## src/rtl/qla_spi_pkg.sv

```systemverilog
// rtl/qla_spi_pkg.sv - opcode, FSM state and status-bit definitions for the SPI command decoder
package qla_spi_pkg;

  typedef enum logic [7:0] {
    OP_WR_W  = 8'h01,
    OP_WR_A  = 8'h02,
    OP_START = 8'h03,
    OP_CLR   = 8'h04
  } opcode_e;

  typedef enum logic [2:0] {
    OPC,
    ADDR_H,
    ADDR_L,
    LEN_H,
    LEN_L,
    PAYLOAD,
    CSUM
  } cmd_state_e;

  localparam int ST_BAD_OP    = 0;
  localparam int ST_ABORT     = 1;
  localparam int ST_START_ERR = 2;
  localparam int ST_CSUM_ERR  = 3;

endpackage

```

## src/rtl/spi_cmd_decoder_if.sv

```systemverilog
// rtl/spi_cmd_decoder_if.sv - buffer write port between the command decoder and the W/A buffers
interface spi_cmd_decoder_if #(
  parameter int ADDR_W = 10
);
  logic              wr_en;
  logic              wr_buf;
  logic [ADDR_W-1:0] wr_addr;
  logic [7:0]        wr_data;

  modport master (output wr_en, output wr_buf, output wr_addr, output wr_data);
  modport slave  (input  wr_en, input  wr_buf, input  wr_addr, input  wr_data);
endinterface

```

## src/rtl/spi_cmd_decoder.sv

```systemverilog
// rtl/spi_cmd_decoder.sv - SPI byte stream to buffer-write/start command decoder
// Optional trailing XOR checksum per write packet when SPI_CMD_CSUM_EN is defined.
module spi_cmd_decoder
  import qla_spi_pkg::*;
#(
  parameter int ADDR_W = 10,
  parameter int LEN_W  = 16
) (
  input  logic                      clk,
  input  logic                      rst_n,
  input  logic [7:0]                rx_byte,
  input  logic                      rx_valid,
  input  logic                      frame_active,
  input  logic                      core_busy,
  input  logic                      status_clr,
  spi_cmd_decoder_if.master         wr_bus,
  output logic                      start,
  output logic                      in_packet,
  output logic [3:0]                status
);

`ifdef SPI_CMD_CSUM_EN
  localparam cmd_state_e DONE_ST = CSUM;
`else
  localparam cmd_state_e DONE_ST = OPC;
`endif

  cmd_state_e        state_q, state_d;
  logic [ADDR_W-1:0] ptr_q, ptr_d;
  logic [7:0]        addr_hi_q, addr_hi_d;
  logic [LEN_W-1:0]  len_q, len_d;
  logic              buf_q, buf_d;
  logic              wr_en_q, wr_en_d;
  logic              wr_buf_q, wr_buf_d;
  logic [ADDR_W-1:0] wr_addr_q, wr_addr_d;
  logic [7:0]        wr_data_q, wr_data_d;
  logic              start_q, start_d;
  logic [3:0]        status_q, status_d;
  logic [3:0]        set;
  logic              clr;
  logic              byte_ok;
`ifdef SPI_CMD_CSUM_EN
  logic [7:0]        csum_q, csum_d;
`endif

  always_comb begin
    state_d   = state_q;
    ptr_d     = ptr_q;
    addr_hi_d = addr_hi_q;
    len_d     = len_q;
    buf_d     = buf_q;
    wr_en_d   = 1'b0;
    wr_buf_d  = wr_buf_q;
    wr_addr_d = wr_addr_q;
    wr_data_d = wr_data_q;
    start_d   = 1'b0;
    set       = 4'b0000;
    clr       = status_clr;
    byte_ok   = rx_valid && frame_active;
`ifdef SPI_CMD_CSUM_EN
    csum_d    = csum_q;
    if (byte_ok) csum_d = (state_q == OPC) ? rx_byte : (csum_q ^ rx_byte);
`endif

    // CS released mid-packet takes priority over any byte arriving that cycle
    if (!frame_active && state_q != OPC) begin
      state_d       = OPC;
      set[ST_ABORT] = 1'b1;
    end else if (byte_ok) begin
      case (state_q)
        OPC: begin
          case (rx_byte)
            OP_WR_W, OP_WR_A: begin
              buf_d   = (rx_byte == OP_WR_A);
              state_d = ADDR_H;
            end
            OP_START: begin
              if (core_busy) set[ST_START_ERR] = 1'b1;
              else           start_d = 1'b1;
            end
            OP_CLR:  clr = 1'b1;
            default: set[ST_BAD_OP] = 1'b1;
          endcase
        end
        ADDR_H: begin
          addr_hi_d = rx_byte;
          state_d   = ADDR_L;
        end
        ADDR_L: begin
          ptr_d   = ADDR_W'({addr_hi_q, rx_byte});
          state_d = LEN_H;
        end
        LEN_H: begin
          len_d   = LEN_W'({rx_byte, 8'h00});
          state_d = LEN_L;
        end
        LEN_L: begin
          len_d   = len_q | LEN_W'(rx_byte);
          state_d = (len_d == '0) ? DONE_ST : PAYLOAD;
        end
        PAYLOAD: begin
          wr_en_d   = 1'b1;
          wr_buf_d  = buf_q;
          wr_addr_d = ptr_q;
          wr_data_d = rx_byte;
          ptr_d     = ptr_q + ADDR_W'(1);
          len_d     = len_q - LEN_W'(1);
          if (len_q == LEN_W'(1)) state_d = DONE_ST;
        end
`ifdef SPI_CMD_CSUM_EN
        CSUM: begin
          if (rx_byte != csum_q) set[ST_CSUM_ERR] = 1'b1;
          state_d = OPC;
        end
`endif
        default: state_d = OPC;
      endcase
    end

    status_d = (clr ? 4'b0000 : status_q) | set;
`ifndef SPI_CMD_CSUM_EN
    status_d[ST_CSUM_ERR] = 1'b0;
`endif
  end

  always_ff @(posedge clk or negedge rst_n) begin
    if (!rst_n) begin
      state_q   <= OPC;
      ptr_q     <= '0;
      addr_hi_q <= '0;
      len_q     <= '0;
      buf_q     <= 1'b0;
      wr_en_q   <= 1'b0;
      wr_buf_q  <= 1'b0;
      wr_addr_q <= '0;
      wr_data_q <= '0;
      start_q   <= 1'b0;
      status_q  <= '0;
`ifdef SPI_CMD_CSUM_EN
      csum_q    <= '0;
`endif
    end else begin
      state_q   <= state_d;
      ptr_q     <= ptr_d;
      addr_hi_q <= addr_hi_d;
      len_q     <= len_d;
      buf_q     <= buf_d;
      wr_en_q   <= wr_en_d;
      wr_buf_q  <= wr_buf_d;
      wr_addr_q <= wr_addr_d;
      wr_data_q <= wr_data_d;
      start_q   <= start_d;
      status_q  <= status_d;
`ifdef SPI_CMD_CSUM_EN
      csum_q    <= csum_d;
`endif
    end
  end

  assign wr_bus.wr_en   = wr_en_q;
  assign wr_bus.wr_buf  = wr_buf_q;
  assign wr_bus.wr_addr = wr_addr_q;
  assign wr_bus.wr_data = wr_data_q;
  assign start          = start_q;
  assign in_packet      = (state_q != OPC);
  assign status         = status_q;

endmodule

```

## src/flat_wrapper.sv

```systemverilog
// flat-port wrapper written by rule: the top's interface ports become plain ports
module spi_cmd_decoder_flat import qla_spi_pkg::*;
#(
  parameter int ADDR_W = 10,
  parameter int LEN_W  = 16
)
  (clk, rst_n, rx_byte, rx_valid, frame_active, core_busy, status_clr, start, in_packet, status, wr_bus_wr_en, wr_bus_wr_buf, wr_bus_wr_addr, wr_bus_wr_data);
  spi_cmd_decoder_if #(.ADDR_W(ADDR_W)) wr_bus_i ();
  input  logic clk;
  input  logic rst_n;
  input  logic [7:0] rx_byte;
  input  logic rx_valid;
  input  logic frame_active;
  input  logic core_busy;
  input  logic status_clr;
  output logic start;
  output logic in_packet;
  output logic [3:0] status;
  output wire logic [$bits(wr_bus_i.wr_en)-1:0] wr_bus_wr_en;
  output wire logic [$bits(wr_bus_i.wr_buf)-1:0] wr_bus_wr_buf;
  output wire logic [$bits(wr_bus_i.wr_addr)-1:0] wr_bus_wr_addr;
  output wire logic [$bits(wr_bus_i.wr_data)-1:0] wr_bus_wr_data;
  assign wr_bus_wr_en = wr_bus_i.wr_en;
  assign wr_bus_wr_buf = wr_bus_i.wr_buf;
  assign wr_bus_wr_addr = wr_bus_i.wr_addr;
  assign wr_bus_wr_data = wr_bus_i.wr_data;
  spi_cmd_decoder #(.ADDR_W(ADDR_W), .LEN_W(LEN_W)) u_core (.clk(clk), .rst_n(rst_n), .rx_byte(rx_byte), .rx_valid(rx_valid), .frame_active(frame_active), .core_busy(core_busy), .status_clr(status_clr), .wr_bus(wr_bus_i), .start(start), .in_packet(in_packet), .status(status));
endmodule
```

## config.mk

```make
export PLATFORM = sky130hd
export DESIGN_NAME = spi_cmd_decoder_flat
export DESIGN_NICKNAME = d
export VERILOG_FILES = /design/src/rtl/qla_spi_pkg.sv /design/src/rtl/spi_cmd_decoder_if.sv /design/src/rtl/spi_cmd_decoder.sv /design/src/flat_wrapper.sv
export SDC_FILE = /design/constraint.sdc
export NUM_CORES = 1
export LEC_CHECK = 0
export CAP_MARGIN = 10
export CELL_PAD_IN_SITES_DETAIL_PLACEMENT = 1
export CELL_PAD_IN_SITES_GLOBAL_PLACEMENT = 1
export CORE_ASPECT_RATIO = 1.1
export CORE_UTILIZATION = 40
export CTS_BUF_LIST = sky130_fd_sc_hd__clkbuf_16
export CTS_CLUSTER_SIZE = 20
export DETAILED_ROUTE_END_ITERATION = 16
export GPL_ROUTABILITY_DRIVEN = 0
export PLACE_DENSITY_LB_ADDON = 0.12
export SETUP_SLACK_MARGIN = 0.15
export SYNTH_ARGS = -nofsm -noshare
export SYNTH_HDL_FRONTEND = slang
export SYNTH_SLANG_ARGS = --single-unit
export TNS_END_PERCENT = 100
```

## constraint.sdc

```tcl
create_clock -name clk -period 2.9 [get_ports clk]
set_clock_uncertainty 0.1 [all_clocks]
set_input_delay 0.87 -clock clk [delete_from_list [all_inputs] [get_ports clk]]
set_output_delay 0.87 -clock clk [all_outputs]
set_load 0.1 [all_outputs]
```

* Word-level counts from Yosys, hierarchy flattened
Index checks and enable logic that the tools add are counted.
Widths: inputs -> output; s select.
** Storage, ports and cells
- Input bits :: 14
- Output and inout port bits :: 26
- Logic and storage cells :: 76
- ROM bits :: 0
- Bits in writable memories :: 0
- Bits in latches :: 0
- Flip-flop bits (word level) :: 56
- Memories kept :: 0
** Cells by class
- Divide/modulo/power cells :: 0
- Bitwise logic cells :: 3
- Shift-type cells :: 0
- $add $sub $neg :: 2
- Eq/ne operators :: 12
- $mul :: 0
- Reduce and logical (&&, ||, !) cells :: 17
- Magnitude comparators :: 0
- Muxes and demuxes :: 31
** Operators with widths (number)
- $pmux 16 s3 :: 1
- $mux 1 :: 22
- $pmux 10 s2 :: 1
- $mux 3 :: 6
- $pmux 3 s6 :: 1
- $eq 16x1->1 const B :: 1
- $eq 8x2->1 const B :: 2
- $logic_not 16->1 :: 1
- $or 16x8->16 :: 1
- $sub 16x1->16 const B :: 1
- $reduce_and 3->1 :: 5
- $add 10x1->10 const B :: 1
- $eq 8x1->1 const B :: 1
- $eq 8x3->1 const B :: 1
- $eq 3x2->1 const B :: 2
- $eq 3x3->1 const B :: 2
- $reduce_bool 3->1 :: 2
- $reduce_and 4->1 :: 1
- $reduce_bool 2->1 :: 2
- $reduce_or 4->1 :: 1
- $eq 3x1->1 const B :: 1
- $logic_not 3->1 :: 1
- $ne 3x1->1 const B :: 1
- $ne 3x2->1 const B :: 1
- other kinds (5) :: 6

* Depth between registers and ports, before layout
- Word-level depth :: 7
- Mapped depth :: 7
- Mapped depth without buffers :: 7

* Worst setup path before layout
OpenSTA, ideal clock, no wires.
- Kind :: input -> register
- Start point :: input port rx_byte[6]
- End point :: register u_core.state_q[0]
- Path buffers :: 0
- Stages on the path :: 5
- Library setup time :: 0.079 ns
- Slack :: 0.556 ns
- Data required time :: 2.721 ns
- Arrival :: 2.165 ns
- Cells stage by stage :: or4_1 nor3_2 a21oi_1 nor3_1 mux2i_1
** Between the ends
- Longest elaborated chain between the ends :: 6
- Elaborated cells on any way between the ends :: 11
- Those cells by class :: eq/ne (3); mux (4); bitwise (1); reduce/logical (3)
** Ends and longest elaborated chain
- from (decl) :: line flat_wrapper.sv:11 : input logic [7:0] rx_byte;
- $or 16x8->16 :: line spi_cmd_decoder.sv:98 : len_d = len_q | LEN_W'(rx_byte);
- $logic_not 16->1 :: line spi_cmd_decoder.sv:99 : state_d = (len_d == '0) ? DONE_ST : PAYLOAD;
- $mux 3 :: line spi_cmd_decoder.sv:99
- $pmux 3 s6 :: line spi_cmd_decoder.sv:70 : case (state_q)
- $mux 3 :: line spi_cmd_decoder.sv:69 : end else if (byte_ok) begin
- $mux 3 :: line spi_cmd_decoder.sv:66 : if (!frame_active && state_q != OPC) begin
- to (signal assigned) :: line spi_cmd_decoder.sv:143 : state_q <= state_d;
- to (decl) :: line spi_cmd_decoder.sv:28 : cmd_state_e state_q, state_d;
Parallel ways exist; a longest one is shown, timed or not. The select of a mux whose other input is x is not followed.
A chain may end at the register's enable or synchronous reset.

* Final worst setup path
- Start point :: input port rx_byte[6]
- End point :: register u_core.state_q[2]
Same word-level chain as after synthesis.

==> key figures <==
Status
  – Status: finished clean

Logic synthesis
  – Count leader, synth: dfrtp_1
  – Synth Area in Adders: 0.01278
  – Main synth FF type: dfrtp_1
  – Yosys top cell area share: 0.4770
  – Mux contribution to synthesized area: 0.08007
  – Flops & latches, synth: 56
  – Seq/Total Area, Yosys: 0.4770
  – Post-synthesis cell type count: 61
  – Ranking of synthesized cells by area: dfrtp_1 48%, mux2_2 7.7%, a21oi_1 5.5%
  – Top cell type by total area after synthesis: dfrtp_1
  – Post-Synth Simple-Gate Area: 0.1784
  – Largest family of logic cells by synthesized area: compound AO/OA/AOI/OAI gates
  – Ys async rst share: 1.000
  – Mapped Area: 0.002938 mm2
  – Synth warn: 0
  – Gate Count Post-Synth: 305
  – Mean Syn Cell Area: 9.632 um2
  – Synthesized Nets: 322
  – Post-synthesis compound-gate area fraction: 0.2129
  – Xor and xnor area share after synthesis: 0.002981
  – Post-synth top cells: 56 x dfrtp_1, 36 x nor2_1, 32 x a21oi_1, 20 x mux2_2
  – Post-synth EDFFs: 0

Floorplan
  – Top-level port count: 40
  – Die width: 83.71 um
  – Starting Density: 0.4169
  – Die ar.: 0.007692 mm2
  – Chip height: 91.89 um
  – FP Rows: 32
  – Core ar.: 0.007047 mm2

STA
  – Worst-Margin Slew: 0.6601 ns
  – Setup_tns: 0 ns
  – Max_slew headroom: 0.5559
  – Slew Limit Fails: 0
  – Tmin final: 2.551 ns
  – RSZ-0062 raised after global routing: no
  – Final period utilization: 0.8797
  – Hold slack: 0.4119 ns
  – Endpoints failing hold: 0
  – Setup violations, final: 0
  – Maximum clock frequency: 392.0 MHz

Power
  – Switching pwr: 1.202 mW
  – Comb power frac: 0.346
  – Sw frac: 0.4240
  – Worst ir drop on vdd: 0.3508 mV
  – Leak: 1.613 nW
  – Pwr dens: 788.6 mW/mm2
  – Pint: 1.633 mW
  – Clk network pwr share: 0.217
  – Seq pwr share: 0.436

Critical path
  – Max incr delay on CP: 0.64 ns
  – Setup CP Type: in -> reg
  – Crit-path leading delay family: simple AND/OR/NAND/NOR gates
  – Most common cell on crit path: a21oi_1
  – Critical Path Sink Type: flip-flop
  – Slowest cell on crit path: or4_1
  – Crit Path Max Fanout: 4
  – Cells along the critical path: clkdlybuf4s50_1 -> or4_1 -> nor3_2 -> buf_4 -> a311oi_1 -> a21oi_1 -> a21oi_1
  – Crit path required time: 2.97 ns
  – Data arrival, critical path: 2.62 ns
  – CP Launch Type: input pin
  – Buf/Inv on CP: 2

Route
  – ANT nets after route: 0
  – Vias/cell: 5.860
  – Total iterations of the first detailed-routing run: 4
  – Avg WL per Cell: 18.92 um
  – Final wirelength: 8270 um
  – DRC violations left: 0
  – Iteration-0 DRC Markers: 111
  – Routed via count: 2561

Place
  – Port Buffers: 38
  – HPWL after DPL: 5904 um

GRT
  – Number of global-route vias before repair: 2677
  – Grt ovf: 0
  – Largest net degree at the start of global routing: 33
  – Initial antenna violation count: 0
  – Global-route wire length before repair: 13840 um
  – Tot GR Track Use: 0.2269

Final layout
  – Nets: 368
  – Share of cells above drive strength 1: 0.2301
  – # diodes: 0
  – Fillers: 805
  – P&R area growth vs syn: 22.36%

CTS
  – Post-CTS Setup Bufs: 0
  – CTS resizes: 0
  – CTS root buffer: clkbuf_16
  – Clk slew on worst S/H paths: 0.07 ns
  – Sink Count: 56
  – Cts hold-fix bufs: 0
  – CTS tree: done
  – H-tree Lvls: 2
  – Clk buf depth: 2
  – Clock buffer count from CTS: 5
  – Skew-Pair Late Insertion Delay: 0.29 ns

Hold path
  – Hold Path Class: reg -> reg

Run
  – MaxCap Viol Count: 0
==> power groups by stage <==
stage	logic, mW	clock network [mW]	registers [mW]
after floorplan	0.531	0	1.39
after global placement	0.966	0	1.23
after detailed placement	0.978	0	1.24
after CTS	0.988	0.636	1.23
after global routing	1.06	0.657	1.27
final	0.982	0.616	1.24
==> per-stage QoR <==
stage / std cells / power (mW) / setup slack [ns] / utilization / area [um2]
after detailed placement: 429 / 2.223 / 0.04949 / 0.4893 / 3448
after CTS: 437 / 2.858 / 0.3441 / 0.5101 / 3595
after global routing: 437 / 2.981 / 0.2693 / 0.5101 / 3595
after floorplan: 305 / 1.923 / 0.5559 / - / 2938
after global placement: 429 / 2.197 / 0.07950 / 0.4893 / 3448
final: 437 / 2.835 / 0.3488 / 0.5101 / 3595
==> sequential cells by signal, indices dropped and copies added, names as in the netlist, 2 cells and up <==
| signal | cells |
|---|---|
| u_core.status | 3 |
| u_core.addr_hi_q | 2 |
| u_core.len_q | 16 |
| u_core.wr_bus.wr_addr | 10 |
| u_core.wr_bus.wr_data | 8 |
| u_core.ptr_q | 10 |
| u_core.state_q | 3 |
==> cells by family (layout without fill, tap and decap cells) <==
logic type      count (synthesis)  after routing
compound gates                 98             98
xor+xnor                        1              1
fa+ha+maj                       3              3
buf+inv                        25             72
flops                          56             56
mux                            21             21
other cells                     1              1
simple gates                  100            100
==> cell usage in the layout (no fill, tap or decap), drive strengths merged, types with 2 or more instances in the layout <==
cell type / netlist / routed
o21ai: 18 / 18
a31oi: 6 / 6
a21oi: 33 / 33
buf: 6 / 44
o22ai: 6 / 6
nand2: 17 / 17
o31ai: 2 / 2
clkdlybuf4s50: 0 / 12
a22oi: 5 / 5
nand3b: 2 / 2
or3: 2 / 2
nand3: 6 / 6
a21o: 2 / 2
mux2: 20 / 20
nor4: 4 / 4
nor3: 7 / 7
inv: 8 / 11
and3: 2 / 2
a2bb2oi: 3 / 3
nor3b: 2 / 2
a32oi: 2 / 2
nand2b: 5 / 5
nand4: 2 / 2
and2: 2 / 2
ha: 3 / 3
or4: 4 / 4
nor2: 37 / 37
dfrtp: 56 / 56
o2bb2ai: 2 / 2
o22a: 7 / 7
nor2b: 2 / 2
clkbuf: 11 / 5
==> path summary, 6_finish.rpt <==
check                      cells past startpoint                              endpoint  slack (ns)                                 start
hold / removal                                 1  u_core.wr_bus.wr_data[0]$_DFFE_PN0P_        0.41  u_core.wr_bus.wr_data[0]$_DFFE_PN0P_
hold reg to reg                                1  u_core.wr_bus.wr_data[0]$_DFFE_PN0P_        0.41  u_core.wr_bus.wr_data[0]$_DFFE_PN0P_
max in group asynchronous                      2           u_core.len_q[8]$_DFFE_PN0P_        1.61                                 rst_n
setup / recovery                               7         u_core.state_q[2]$_DFFE_PN0P_        0.35                            rx_byte[6]
min in group asynchronous                      1         u_core.state_q[1]$_DFFE_PN0P_        0.49                                 rst_n
setup reg to reg                               7          u_core.len_q[14]$_DFFE_PN0P_        0.51           u_core.len_q[0]$_DFFE_PN0P_
==> final cells by class <==
class / instances / area [um2] / area share
inverter: 8 / 30.03 / 0.008354
timing repair buffer: 56 / 473.0 / 0.1316
sequential: 56 / 1401 / 0.3898
multi-input combinational: 224 / 1438 / 0.3999
tap: 85 / 106.4 / 0.02959
clock buffer: 5 / 125.1 / 0.03481
clock inverter: 3 / 21.27 / 0.005917
==> layer usage <==
layer / global-route usage / vias to the layer above / part of all wire
met5: 0 / - / 0
met4: 0.04661 / 0 / 0.0057
met3: 0.03060 / 4 / 0.023
met2: 0.3930 / 37 / 0.51
met1: 0.3043 / 1302 / 0.46
li1: - / 1218 / -
No activity file was read; power rests on OpenSTA's default activity.
